$ cat config.mk
export PLATFORM = sky130hd
export DESIGN_NAME = rr_mux_arbiter
export DESIGN_NICKNAME = d
export VERILOG_FILES = /design/src/rtl/arb_pkg.sv /design/src/rtl/rr_mux_arbiter_mux.sv /design/src/rtl/rr_mux_arbiter.sv
export SDC_FILE = /design/constraint.sdc
export NUM_CORES = 1
export LEC_CHECK = 0
export ABC_AREA = 1
export CAP_MARGIN = 10
export CORE_MARGIN = 2
export CORE_UTILIZATION = 41
export DETAILED_ROUTE_END_ITERATION = 8
export PLACE_DENSITY_LB_ADDON = 0.08
export SLEW_MARGIN = 25
export SYNTH_ARGS = -nofsm -noshare
export SYNTH_HDL_FRONTEND = slang
export SYNTH_SLANG_ARGS = --single-unit
$ cat constraint.sdc
create_clock -name clk -period 4.21 [get_ports clk]
set_clock_uncertainty 0.1 [all_clocks]
set_input_delay 1.0525 -clock clk [delete_from_list [all_inputs] [get_ports clk]]
set_output_delay 1.0525 -clock clk [all_outputs]
set_load 0.02 [all_outputs]
$ cat src/rtl/arb_pkg.sv
// Shared definitions for the round-robin packet arbiter.
//
// Contents:
//   arb_state_t - arbiter FSM state (idle / grant held for a packet)
//   RR_MAX_N    - widest request vector rr_pick accepts
//   rr_pick     - rotating-priority search over a request vector
package arb_pkg;

  typedef enum logic {
    S_IDLE  = 1'b0,
    S_GRANT = 1'b1
  } arb_state_t;

  // rr_pick takes a fixed-width request vector so that one function serves
  // every instance size; narrower vectors are zero-extended by the caller.
  localparam int unsigned RR_MAX_N  = 64;
  localparam int unsigned RR_IDX_W  = $clog2(RR_MAX_N);

  // Returns the first index i in the order ptr, ptr+1, ..., ptr+n-1 (mod n)
  // with valid[i] set. If nothing is valid, ptr is returned unchanged; the
  // caller only uses the result when at least one request is present.
  // The loop runs from the far end back toward ptr so the last assignment
  // made is the nearest requester, which keeps the logic a flat priority
  // chain after unrolling.
  function automatic int rr_pick(
    input logic [RR_MAX_N-1:0] valid,
    input int                  ptr,
    input int                  n
  );
    int                  pick;
    logic [RR_IDX_W-1:0] idx;
    pick = ptr;
    for (int k = RR_MAX_N - 1; k >= 0; k--) begin
      if (k < n) begin
        idx = RR_IDX_W'((ptr + k) % n);
        if (valid[idx]) begin
          pick = int'(idx);
        end
      end
    end
    return pick;
  endfunction

endpackage

$ cat src/rtl/rr_mux_arbiter_mux.sv
// Generic N:1 data multiplexer (the mux8 of the original design, widened to
// any power-of-two N and any data width W).
//
// Ports:
//   data  - N*W packed inputs; input i occupies data[i*W +: W]
//   sel   - index of the input to forward
//   y     - selected input, purely combinational
module mux_n #(
  parameter int unsigned N     = 8,
  parameter int unsigned W     = 8,
  parameter int unsigned SEL_W = $clog2(N)
) (
  input  logic [N*W-1:0] data,
  input  logic [SEL_W-1:0] sel,
  output logic [W-1:0]   y
);

  logic [W-1:0] lane [N];

  // Unpack the flat bus so the select is a plain array index.
  generate
    for (genvar gi = 0; gi < N; gi++) begin : g_lane
      assign lane[gi] = data[gi*W +: W];
    end
  endgenerate

  // N is a power of two, so every sel value addresses a real lane.
  assign y = lane[sel];

endmodule

$ cat src/rtl/rr_mux_arbiter.sv
// Round-robin, packet-locked arbiter sharing one output stream among N
// requesters. A requester is granted on the cycle after it is seen in the
// idle state and keeps the grant until its `last` beat transfers; priority
// then rotates to the requester after it.
//
// Ports:
//   clk, rst    - clock and synchronous active-high reset
//   in_valid    - per-requester beat valid
//   in_data     - packed requester data, requester i at [i*W +: W]
//   in_last     - per-requester final beat marker
//   in_ready    - per-requester accept, at most one bit high
//   out_valid   - beat valid toward the consumer
//   out_data    - muxed data (always driven from the selected requester)
//   out_last    - muxed last
//   out_ready   - consumer accept
//   sel         - current grant index / mux select
//   busy        - high while a packet grant is held
module rr_mux_arbiter
  import arb_pkg::*;
#(
  parameter int unsigned N     = 8,
  parameter int unsigned W     = 8,
  parameter int unsigned SEL_W = $clog2(N)
) (
  input  logic             clk,
  input  logic             rst,
  input  logic [N-1:0]     in_valid,
  input  logic [N*W-1:0]   in_data,
  input  logic [N-1:0]     in_last,
  output logic [N-1:0]     in_ready,
  output logic             out_valid,
  output logic [W-1:0]     out_data,
  output logic             out_last,
  input  logic             out_ready,
  output logic [SEL_W-1:0] sel,
  output logic             busy
);

  arb_state_t       state_reg;
  logic [SEL_W-1:0] sel_reg;
  logic [SEL_W-1:0] ptr_reg;
  logic [SEL_W-1:0] pick_next;
  logic             grant_active;
  logic             beat_done;

  // Rotating-priority search starting at ptr_reg.
  always_comb begin
    pick_next = SEL_W'(rr_pick(RR_MAX_N'(in_valid), int'(ptr_reg), int'(N)));
  end

  // Outputs are held quiet while reset is asserted, so a reset mid-packet
  // never lets another beat through even before the state register clears.
  assign grant_active = (state_reg == S_GRANT) && !rst;
  assign beat_done    = out_valid && out_ready;

  assign busy      = grant_active;
  assign sel       = sel_reg;
  assign out_valid = grant_active && in_valid[sel_reg];
  assign out_last  = grant_active && in_last[sel_reg];

  // Only the granted requester sees the consumer's ready.
  generate
    for (genvar gi = 0; gi < N; gi++) begin : g_ready
      assign in_ready[gi] = grant_active && (sel_reg == SEL_W'(gi)) && out_ready;
    end
  endgenerate

  // Data path goes through the mux in every state; out_valid qualifies it.
  mux_n #(
    .N     (N),
    .W     (W),
    .SEL_W (SEL_W)
  ) u_mux (
    .data (in_data),
    .sel  (sel_reg),
    .y    (out_data)
  );

  // Grant FSM. Requests from other inputs are not looked at while a grant is
  // held, which is what locks the output to one packet at a time. The pointer
  // wraps naturally because N is a power of two.
  always_ff @(posedge clk) begin
    if (rst) begin
      state_reg <= S_IDLE;
      sel_reg   <= '0;
      ptr_reg   <= '0;
    end else begin
      case (state_reg)
        S_IDLE: begin
          if (|in_valid) begin
            sel_reg   <= pick_next;
            state_reg <= S_GRANT;
          end
        end
        S_GRANT: begin
          if (beat_done && out_last) begin
            ptr_reg   <= sel_reg + SEL_W'(1);
            state_reg <= S_IDLE;
          end
        end
        default: begin
          state_reg <= S_IDLE;
        end
      endcase
    end
  end

endmodule

Yosys cells after proc, flatten, opt, wreduce, memory -nomap -nowiden
Index checks and enable logic that the tools add are counted.

Flip-flop bits (word level): 7. Input port bits: 83. Output and inout port bits: 22. Logic and storage cells: 104.

$add $sub $neg: 8. $lt $le $gt $ge: 10. Equal/unequal tests: 7. Multiplexer cells: 34. Bitwise gates (word level): 9. Reduce and logical (&&, ||, !) cells: 33.

Operators with widths (number): $lt 6x7->1 const B (7); $bmux 1 s4 (7); $bmux 8 s3 (1); $mux 3 (8); $logic_and 1x1->1 (21); $reduce_or 3->1 (7); $mux 8 (2); $add 3x3->3 const B (4); $eq 3x3->1 const B (4); $mux 1 (12); $bmux 1 s3 (3); $reduce_or 8->1 (1); $and 1x1->1 const A (7); $lt 3x7->1 const B (1); $add 3x1->3 const B (2); $add 3x2->3 const B (2); $eq 3x2->1 const B (2); $ge 4x4->1 const B (1); $lt 3x4->1 const B (1); $not 3->4 (1); $reduce_and 2->1 (2); $eq 3x1->1 const B (1); $logic_not 3->1 (1); $pmux 1 s2 (1); 2 further kinds (2).

Logic depth before layout (Yosys ltp)
Depth after elaboration: 13. Gate-level depth with buffers: 20. Gate-level depth less buffers: 18.

Modules after synthesis
From an unflattened synthesis, not the netlist that was laid out.

Cells, all modules: 423. Area total of the unflattened synthesis: 2235.9 µm².

By module, submodules not included: rr_mux_arbiter (instances 1, cells each 209, area an instance 1302.5 µm², sequential area each 140.1 µm²); mux_n (instances 1, cells each 214, area an instance 933.4 µm², sequential area each 0.0 µm²).

Least setup slack after synthesis
OpenSTA, ideal clock, no wires.

Kind: input to output. Start point: in rst. End point: out in_ready[0]. Arrival time: 2.193 ns. Required time: 3.058 ns. Setup slack: 0.865 ns. Stages on the path: 3. Path buffers: 0. Cells stage by stage: nor2_1 inv_1 nor3_1.

Word-level cells in the longest chain between the ends: 4.

RTL lines: start: declaration (RTL line rr_mux_arbiter.sv:26) `input logic rst,`; $logic_not 1->1 (RTL line rr_mux_arbiter.sv:53) `assign grant_active = (state_reg == S_GRANT) && !rst;`; $logic_and 1x1->1 (RTL line rr_mux_arbiter.sv:53); $logic_and 1x1->1 (2 in series) (RTL line rr_mux_arbiter.sv:64) `assign in_ready[gi] = grant_active && (sel_reg == SEL_W'(gi)) && out_ready;`; end: declaration (RTL line rr_mux_arbiter.sv:30) `output logic [N-1:0] in_ready,`.

No other way between the ends.

Worst setup path after layout
Start point: in rst. End point: out in_ready[4].

The elaborated chain is that of the path after synthesis.

==> results.md <==
## Outcome
* status: finished clean

## Die
* Core ar.: 4000 sq um
* Die Y: 68.5 microns
* effective utilization at floorplan: 0.427
* Core Rows: 23
* die area: 4700 sq um
* Die X: 68.5 microns
* total I/O pin count: 105

## Cells and area
* area delta synth->final: 62.0%
* number of fill cells in the layout: 374
* share of final-layout standard cells stronger than drive strength 1: 0.0580
* multi-input combinational cell area: 1350 sq um
* summed area of non-filler cells in the final layout: 2770 sq um
* ANT cells: 0
* storage element area: 140 sq um
* utilization of the core after routing: 0.692
* final net count: 506

## Global route
* global-route wire length before repair: 10.0 mm
* Total Routing Usage GR: 0.276
* global route total overflow: 0
* antenna violations before repair: 0
* vias in the first global route: 2,170
* maximum number of pins on one net before global-route repair: 45

## Clock tree
* worst skew pair latency: 0.23 ns
* Clock Path Buffers: 2
* sink count of the clock tree: 7
* post-cts sizing count: 0
* CTS tree: built
* Reg clk slew, reported paths: 0.04 ns
* total CTS buffers: 3
* number of buffers inserted for hold repair after clock tree synthesis: 0
* root buf cell: sky130_fd_sc_hd__clkbuf_8
* setup repair bufs after CTS: 0
* maximum level of the CTS H-tree: 1

## Timing
* Fmax achieved: 0.244 GHz
* Final min period: 4.09 ns
* fin worst setup slack: 0.118 ns
* Final Slew Violations: 0
* final hold violation count: 0
* final setup vio count: 0
* worst-case headroom to the max-slew limit: 0.555
* aggregate negative setup slack: 0 ns
* post-route fraction of the period consumed by the critical path: 0.972
* worst-margin pin slew: 0.667 ns
* setup repair after global routing missed its margin: no

## Critical path
* Buffers & Inverters on Critical Path: 3
* Slowest Stage Delay on Critical Path: 0.64 ns
* Critical R2R Capture: sel[1]
* worst r2r src: ptr_reg[1]
* number of cell instances on the worst register-to-register path: 16
* worst setup path endpoint: in_ready[4]
* slack of the worst reg-to-reg path: 1.54 ns
* biggest fanout along the worst timing path: 7
* number of cells on the critical path: 5
* Critical Path Most Common Cell: sky130_fd_sc_hd__clkdlybuf4s50_1
* kind of cell adding the most delay to the critical path: buffers and inverters
* Worst EP required: 3.06 ns
* timing startpoint of the critical path: rst
* critical path class: in -> out
* Arrival @ worst endpoint: 2.94 ns
* critical path launch point type: input pin
* Critical Path End Type: primary output
* CP max stage cell: sky130_fd_sc_hd__clkdlybuf4s50_1
* cells along the critical path: clkdlybuf4s50_1, nor2_1, inv_1, nor3_1, clkdlybuf4s50_1

## Yosys
* synthesized instance count: 321
* top area cells in the synthesized netlist: sky130_fd_sc_hd__nor2_1, sky130_fd_sc_hd__o21ai_0, sky130_fd_sc_hd__nand2_1, sky130_fd_sc_hd__nand3_1, sky130_fd_sc_hd__dfxtp_1
* flip-flop and latch count after synthesis: 7
* fraction of synthesis flops using an asynchronous set or reset pin: 0
* Synth warnings: 0
* Synth top area share: 0.156
* count of flip-flops with a built-in enable after synthesis: 0
* nets in the synthesized netlist: 412
* dominant synthesized flop cell: sky130_fd_sc_hd__dfxtp_1
* Synth top cells by count: sky130_fd_sc_hd__nor2_1, sky130_fd_sc_hd__nand2_1, sky130_fd_sc_hd__o21ai_0
* register area share after synthesis: 0.0821
* library cell with the highest instance count after synthesis: sky130_fd_sc_hd__nor2_1
* combined area of all synthesized cells: 1710 sq um
* largest area contributor in the netlist: sky130_fd_sc_hd__nor2_1
* post-synthesis area per instance: 5.32 sq um
* library cells used by synthesis: 29

## Drt
* DRC violation count after routing: 0
* first-iteration detailed-routing DRC count: 170
* total vias in the final route: 2,468
* TritonRoute pass-1 iters: 4
* routed len/inst: 13.9 microns
* Detailed Route WL: 6.45 mm
* antenna viol nets, final: 0
* via/cell ratio: 5.32

## Min path
* class of the tightest hold or removal check: reg -> reg

## Power and ir drop
* static leakage power: 1.19 nW
* maximum vdd drop: 0.233 mV
* P per Cell Area: 202 nW/um^2
* post-layout total power: 0.559 mW

## Place
* gp weighted congestion: 0.979
* pre-CTS setup slack: 0.155 ns
* sum of net half-perimeters after detailed placement: 4.99 mm
* port buffer count: 104
* DP Area: 2720 sq um

## Job
* max cap viols: 0

[cell usage in the layout (no fill, tap or decap), types with 2 or more instances in the layout]
cell / netlist / final
sky130_fd_sc_hd__clkdlybuf4s50_1: 0 / 104
sky130_fd_sc_hd__nor2_1: 71 / 71
sky130_fd_sc_hd__nand2_1: 48 / 48
sky130_fd_sc_hd__o21ai_0: 45 / 45
sky130_fd_sc_hd__nand3_1: 33 / 33
sky130_fd_sc_hd__inv_1: 25 / 25
sky130_fd_sc_hd__a21oi_1: 13 / 13
sky130_fd_sc_hd__o22ai_1: 12 / 12
sky130_fd_sc_hd__a31oi_1: 9 / 9
sky130_fd_sc_hd__ha_1: 8 / 8
sky130_fd_sc_hd__nand3_2: 7 / 7
sky130_fd_sc_hd__dfxtp_1: 7 / 7
sky130_fd_sc_hd__nor3_1: 6 / 6
sky130_fd_sc_hd__nand2_2: 6 / 6
sky130_fd_sc_hd__inv_2: 3 / 3
sky130_fd_sc_hd__clkbuf_8: 0 / 3
sky130_fd_sc_hd__nor4_1: 2 / 2
sky130_fd_sc_hd__buf_4: 4 / 2
[cells by family after synthesis]
| group | after synthesis | share of synthesized area |
|---|---|---|
| AND/OR/NAND/NOR | 173 | 0.446 |
| buffers and inverters | 47 | 0.129 |
| AO/OA/AOI/OAI | 83 | 0.264 |
| XOR/XNOR | 3 | 0.0198 |
| adder cells (fa/ha/maj) | 8 | 0.0586 |
| flip-flops | 7 | 0.0820 |
[per-layer routing]
layer	GRT usage	wire length, microns	up-vias	share of wire
met5	0	0	-	0
li1	-	-	1264	-
met3	0.0406	453	20	0.070
met2	0.469	2960	91	0.46
met4	0.0925	233	0	0.036
met1	0.355	2800	1093	0.43
[worst min-delay path by stage]
stage	startpoint	to	depth (start not counted)
after CTS	state_reg	sel[0]	4
after global placement	state_reg	sel[0]	4
after floorplan	state_reg	sel[0]	4
after global routing	sel[2]	sel[2]	2
final	state_reg	sel[0]	4
after detailed placement	state_reg	sel[0]	4
[tightest hold or removal path, cell delays in order (launching register included)]
cell                      delay (ns)
sky130_fd_sc_hd__dfxtp_1        0.35
sky130_fd_sc_hd__a21oi_1        0.09
sky130_fd_sc_hd__nand2_1        0.07
sky130_fd_sc_hd__nor2_1         0.04
sky130_fd_sc_hd__nor2_1         0.07
[power breakdown]
part	internal (mW)	switching (mW)	total, mW
Sequential	0.0723	0.00692	0.0792
Clock	0.0654	0.0283	0.0937
Combinational	0.181	0.206	0.386
[area by class of cell]
cell class | instances | share of cell area
Sequential cell | 7 | 0.0507
Inverter | 30 | 0.0416
Clock buffer | 4 | 0.0163
Timing Repair Buffer | 106 | 0.382
Tap cell | 50 | 0.0226
Multi-Input combinational cell | 267 | 0.487
[through the flow]
step / hold WS (ns) / instances
floorplan: 0.445 / 321
global placement: 0.518 / 460
detailed placement: 0.534 / 460
CTS: 0.540 / 464
global route: 0.596 / 464
finish: 0.557 / 464
No activity file was read; power rests on OpenSTA's default activity.
